[config.mk]
export PLATFORM = sky130hd
export DESIGN_NAME = pipe_latch
export DESIGN_NICKNAME = d
export VERILOG_FILES = /design/src/rtl/cpu_types_pkg.sv /design/src/rtl/pipe_latch_sat_counter.sv /design/src/rtl/pipe_latch.sv
export SDC_FILE = /design/constraint.sdc
export NUM_CORES = 1
export LEC_CHECK = 0
export ABC_AREA = 1
export BUFFER_PORTS_ARGS = -buffer_cell sky130_fd_sc_hd__buf_2
export CAP_MARGIN = 15
export CORE_ASPECT_RATIO = 1.5
export CORE_MARGIN = 4
export CORE_UTILIZATION = 53
export CTS_BUF_LIST = sky130_fd_sc_hd__clkbuf_16
export DETAILED_ROUTE_END_ITERATION = 8
export PLACE_DENSITY_LB_ADDON = 0.3
export RECOVER_POWER = 25
export SLEW_MARGIN = 30
export SYNTH_ARGS = -nofsm -noshare
export SYNTH_HDL_FRONTEND = slang
export SYNTH_HIERARCHICAL = 1
export SYNTH_SLANG_ARGS = --single-unit
[constraint.sdc]
create_clock -name CLK -period 3.2 [get_ports CLK]
set_input_delay 0.32 -clock CLK [delete_from_list [all_inputs] [get_ports CLK]]
set_output_delay 0.32 -clock CLK [all_outputs]
set_load 0.01 [all_outputs]
[src/rtl/cpu_types_pkg.sv]
// cpu_types_pkg: shared CPU datapath types, including pipeline latch states and stage payloads
package cpu_types_pkg;

  typedef enum logic [1:0] {
    EMPTY = 2'd0,
    FULL  = 2'd1,
    SKID  = 2'd2
  } pipe_state_t;

  localparam int INSTR_W = 32;
  localparam int PC_W    = 32;

  typedef struct packed {
    logic [INSTR_W-1:0] instr;
    logic [PC_W-1:0]    npc;
  } if_id_t;

  localparam int IF_ID_W = $bits(if_id_t);

  function automatic logic pipe_holds(input pipe_state_t s);
    return s != EMPTY;
  endfunction

endpackage

[src/rtl/pipe_latch_sat_counter.sv]
// sat_counter: CNT_W-bit incrementer that sticks at all-ones, cleared by synchronous reset
module sat_counter #(
  parameter int CNT_W = 16
) (
  input  logic             i_clk,
  input  logic             i_rst,
  input  logic             i_inc,
  output logic [CNT_W-1:0] o_cnt
);

  logic [CNT_W-1:0] r_cnt;

  // count up on i_inc until every bit is set, then hold
  always_ff @(posedge i_clk) begin
    if (i_rst) r_cnt <= '0;
    else if (i_inc && r_cnt != '1) r_cnt <= r_cnt + CNT_W'(1);
  end

  assign o_cnt = r_cnt;

endmodule

[src/rtl/pipe_latch.sv]
// pipe_latch: valid/ready inter-stage register with flush and stall counter; PIPE_LATCH_SKID_EN adds a skid entry and registered in_ready
module pipe_latch
  import cpu_types_pkg::*;
#(
  parameter int WIDTH = 64,
  parameter int CNT_W = 16
) (
  input  logic             CLK,
  input  logic             RST,
  input  logic             flush,
  input  logic             in_valid,
  input  logic [WIDTH-1:0] in_data,
  output logic             in_ready,
  output logic             out_valid,
  output logic [WIDTH-1:0] out_data,
  input  logic             out_ready,
  output logic [CNT_W-1:0] stall_cnt
);

  pipe_state_t      r_state, w_state_nx;
  logic [WIDTH-1:0] r_main, w_main_nx;
  logic             w_stall;
`ifdef PIPE_LATCH_SKID_EN
  logic [WIDTH-1:0] r_skid, w_skid_nx;
`endif

  // next state and register loads; flush wins over any handshake in the same cycle
  always_comb begin
    w_state_nx = r_state;
    w_main_nx  = r_main;
`ifdef PIPE_LATCH_SKID_EN
    w_skid_nx  = r_skid;
`endif
    if (flush) begin
      w_state_nx = EMPTY;
      w_main_nx  = '0;
`ifdef PIPE_LATCH_SKID_EN
      w_skid_nx  = '0;
`endif
    end else begin
      case (r_state)
        EMPTY: begin
          if (in_valid) begin
            w_state_nx = FULL;
            w_main_nx  = in_data;
          end
        end
        FULL: begin
          if (out_ready) begin
            if (in_valid) w_main_nx = in_data;
            else w_state_nx = EMPTY;
          end
`ifdef PIPE_LATCH_SKID_EN
          else if (in_valid) begin
            w_state_nx = SKID;
            w_skid_nx  = in_data;
          end
`endif
        end
`ifdef PIPE_LATCH_SKID_EN
        SKID: begin
          if (out_ready) begin
            w_state_nx = FULL;
            w_main_nx  = r_skid;
          end
        end
`endif
        default: w_state_nx = r_state;
      endcase
    end
  end

  // state and main payload registers
  always_ff @(posedge CLK) begin
    if (RST) begin
      r_state <= EMPTY;
      r_main  <= '0;
    end else begin
      r_state <= w_state_nx;
      r_main  <= w_main_nx;
    end
  end

`ifdef PIPE_LATCH_SKID_EN
  // skid entry holds the one word upstream may push after back-pressure starts
  always_ff @(posedge CLK) begin
    if (RST) r_skid <= '0;
    else r_skid <= w_skid_nx;
  end

  assign in_ready = r_state != SKID;
`else
  assign in_ready = out_ready || !out_valid;
`endif

  assign out_valid = pipe_holds(r_state);
  assign out_data  = r_main;
  assign w_stall   = out_valid && !out_ready;

  sat_counter #(.CNT_W(CNT_W)) u_stall_cnt (
    .i_clk (CLK),
    .i_rst (RST),
    .i_inc (w_stall),
    .o_cnt (stall_cnt)
  );

endmodule

==> qor.yml <==
switching_share_pct: 23.4
pwr-share-clk_pct: 44.2
hold_viol: 0
grt_pass1_vias: 3511
fin_crit_ns: 2.29
pwr-share-comb_pct: 11.3
ctsHoldBuffers: 0
start_util_pct: 55.5
dieArea_mm2: 0.00877
timing.rr.end: "out_data[38]$_SDFFE_PP0P_"
ys_warn_count: 6
fin_tns_setup_ns: 0
ant_nets: 0
rsz0062_at_grt: "false"
drt-wirelength-per-cell_um: 12.0
maxSlewViolCount: 130
min_path_cells: 5
syn_to_final_growth_pct: 23.4
die_h_um: 113
cts_root_buf: "clkbuf_16"
seq_power_share_pct: 44.6
path_clk_slew_ns: 0.06
dp_hpwl_um: 6730
drc: 0
clockBufferDepth: 2
setup_viol: 0
ys_ff_latch: 81
dp_slack_ns: 1.28
synth_common_cells: "nand2_1, nor2_1, dfxtp_1"
pin_count: 151
rr_worst_depth: 5
critPathRequiredTime_ns: 3.40
ctsHtreeMaxLevel: 3
clock-sinks: 81
timing.final.ws_setup_ns: 0.914
synth.distinct_cells: 21
drtIter0Drc: 196
num_antenna_cells: 0
port_buffers: 150
ys.flop_type: "dfxtp_1"
skew_ns: 0.00934
path_max_fanout: 129
p_switching_uw: 560
intPower_mw: 1.84
holdCritPathClass: "in2reg"
ys_seq_area_share_pct: 41.8
leakagePower_nw: 2.49
track_usage_pct: 21.5
synthCells: 574
slew-limit-headroom_pct: -53.7
dieWidth_um: 77.8
gp_congestion: 0.929
yosys-top-cells-area: "dfxtp_1, nand2_1, nand3_1"
tightest_slew_ns: 2.31
finalWirelength_um: 9590
vias: 3911
status: "finished, violations left"
failed_checks: "max-capacitance violations, max-slew violations"
synth_edf_count: 0
syn_nets: 644
startpoint_type: "input pin"
max_cap_viol_count: 1
synth.largest_area_cell: "dfxtp_1"
cts_buffers: 9
peakVddDrop_mv: 0.324
vias_per_cell: 4.88
worstSetupPathType: "in2reg"
fmax_mhz: 438
postCtsSetupRepairBufs: 0
drive_above_1_share_pct: 22.4
antenna_found_initial: 0
synth_most_common_cell: "nand2_1"
synth_top_cell_area_share_pct: 41.8
grt_max_degree: 130
num_rows: 37
synth_area_mm2: 0.00388
async_reset_ff_share_pct: 0
coreArea_mm2: 0.00699
r2r_slack_ns: 1.25
clkLatencyLatePin_ns: 0.33
cp.arrival_ns: 2.49
synth.avg_cell_area_um2: 6.75
post-route-period-util_pct: 71.4
crit_end: "out_data[38]$_SDFFE_PP0P_"
fin_nets: 770
critPathLaunch: "in_valid"
cp-end-kind: "register"
cts_resized: 0
first_pass_iters: 5
power_density_mw_per_mm2: 501
rr_startpoint: "r_state[0]$_SDFFE_PP0P_"
cts_tree: "done"
grt_pass1_wl_um: 15400
grt_overflow_total: 0
-- cells by family (layout without fill, tap and decap cells) --
| kind of cell | after synthesis | in the layout | share of synthesized area [%] |
|---|---|---|---|
| AOI/OAI and AO/OA | 72 | 72 | 9.36 |
| adders and majority gates | 1 | 1 | 0.323 |
| buffers and inverters | 113 | 244 | 14.4 |
| DFF | 81 | 81 | 41.8 |
| and+or+nand+nor | 307 | 307 | 34.1 |
-- state kept, by name (all words and copies together) (netlist names) --
register and count:
out_data 64, r_state 1, u_stall_cnt/o_cnt 16
-- worst min-delay path by stage --
stage | slack [ns] | from | to
after global routing | 0.31 | in_data[26] | out_data[26]$_SDFFE_PP0P_
final | 0.31 | in_data[52] | out_data[52]$_SDFFE_PP0P_
after floorplan | 0.52 | out_data[0]$_SDFFE_PP0P_ | out_data[0]$_SDFFE_PP0P_
after global placement | 0.46 | out_data[6]$_SDFFE_PP0P_ | out_data[6]$_SDFFE_PP0P_
after CTS | 0.30 | in_data[57] | out_data[57]$_SDFFE_PP0P_
after detailed placement | 0.46 | out_data[39]$_SDFFE_PP0P_ | out_data[39]$_SDFFE_PP0P_
-- through the flow --
step / hold WS [ns] / std cells / area, µm² / power (mW) / util, %
after floorplan: 0.518 / 574 / 3880 / 1.27 / -
after global placement: 0.456 / 786 / 4510 / 1.35 / 64.5
after detailed placement: 0.463 / 786 / 4510 / 1.36 / 64.5
after CTS: 0.298 / 802 / 4820 / 2.42 / 69.0
after global routing: 0.312 / 802 / 4780 / 2.50 / 68.4
final: 0.306 / 802 / 4780 / 2.40 / 68.4
-- critical path, cell delays in order --
cell      delay, ns
clkbuf_2       1.61
nand3_1        0.28
nand2_1        0.17
nor2_1         0.05
-- cell type report --
cell class	instances	area [µm²]
fill	666	2210
sequential	81	1620
clock inverter	7	87.6
tap	97	121
multi-input combinational	380	1710
inverter	76	285
clock buffer	9	225
timing repair buffer	152	733
-- power groups by stage --
stage / Combinational (mW) / Clock (mW) / Sequential [mW]
3_3_place_gp: 0.265 / 0 / 1.09
3_5_place_dp: 0.273 / 0 / 1.09
5_1_grt: 0.307 / 1.12 / 1.07
6_report: 0.270 / 1.06 / 1.07
2_1_floorplan: 0.166 / 0 / 1.10
4_1_cts: 0.274 / 1.08 / 1.07
-- cells in the final DEF (no fill, tap or decap), types with 2 or more instances in the layout --
cell type and n:
nand2_2 2, nand4_1 3, clkbuf_1 26, bufinv_16 2, nor2_2 10, a21oi_1 71
nor2_1 99, buf_2 123, buf_4 2, nand3_1 76, dfxtp_1 81, nand2_1 110
nor2_4 3, clkbuf_16 9, inv_1 77, clkinvlp_4 2
-- metal layers --
metal | vias to the layer above | routed length, µm | track usage, %
li1 | 2032 | - | -
met1 | 1732 | 3590 | 23.2
met4 | 0 | 233 | 10.5
met3 | 19 | 727 | 6.21
met2 | 128 | 5040 | 38.0
met5 | - | 0 | 0
No activity file was read; power rests on OpenSTA's default activity.
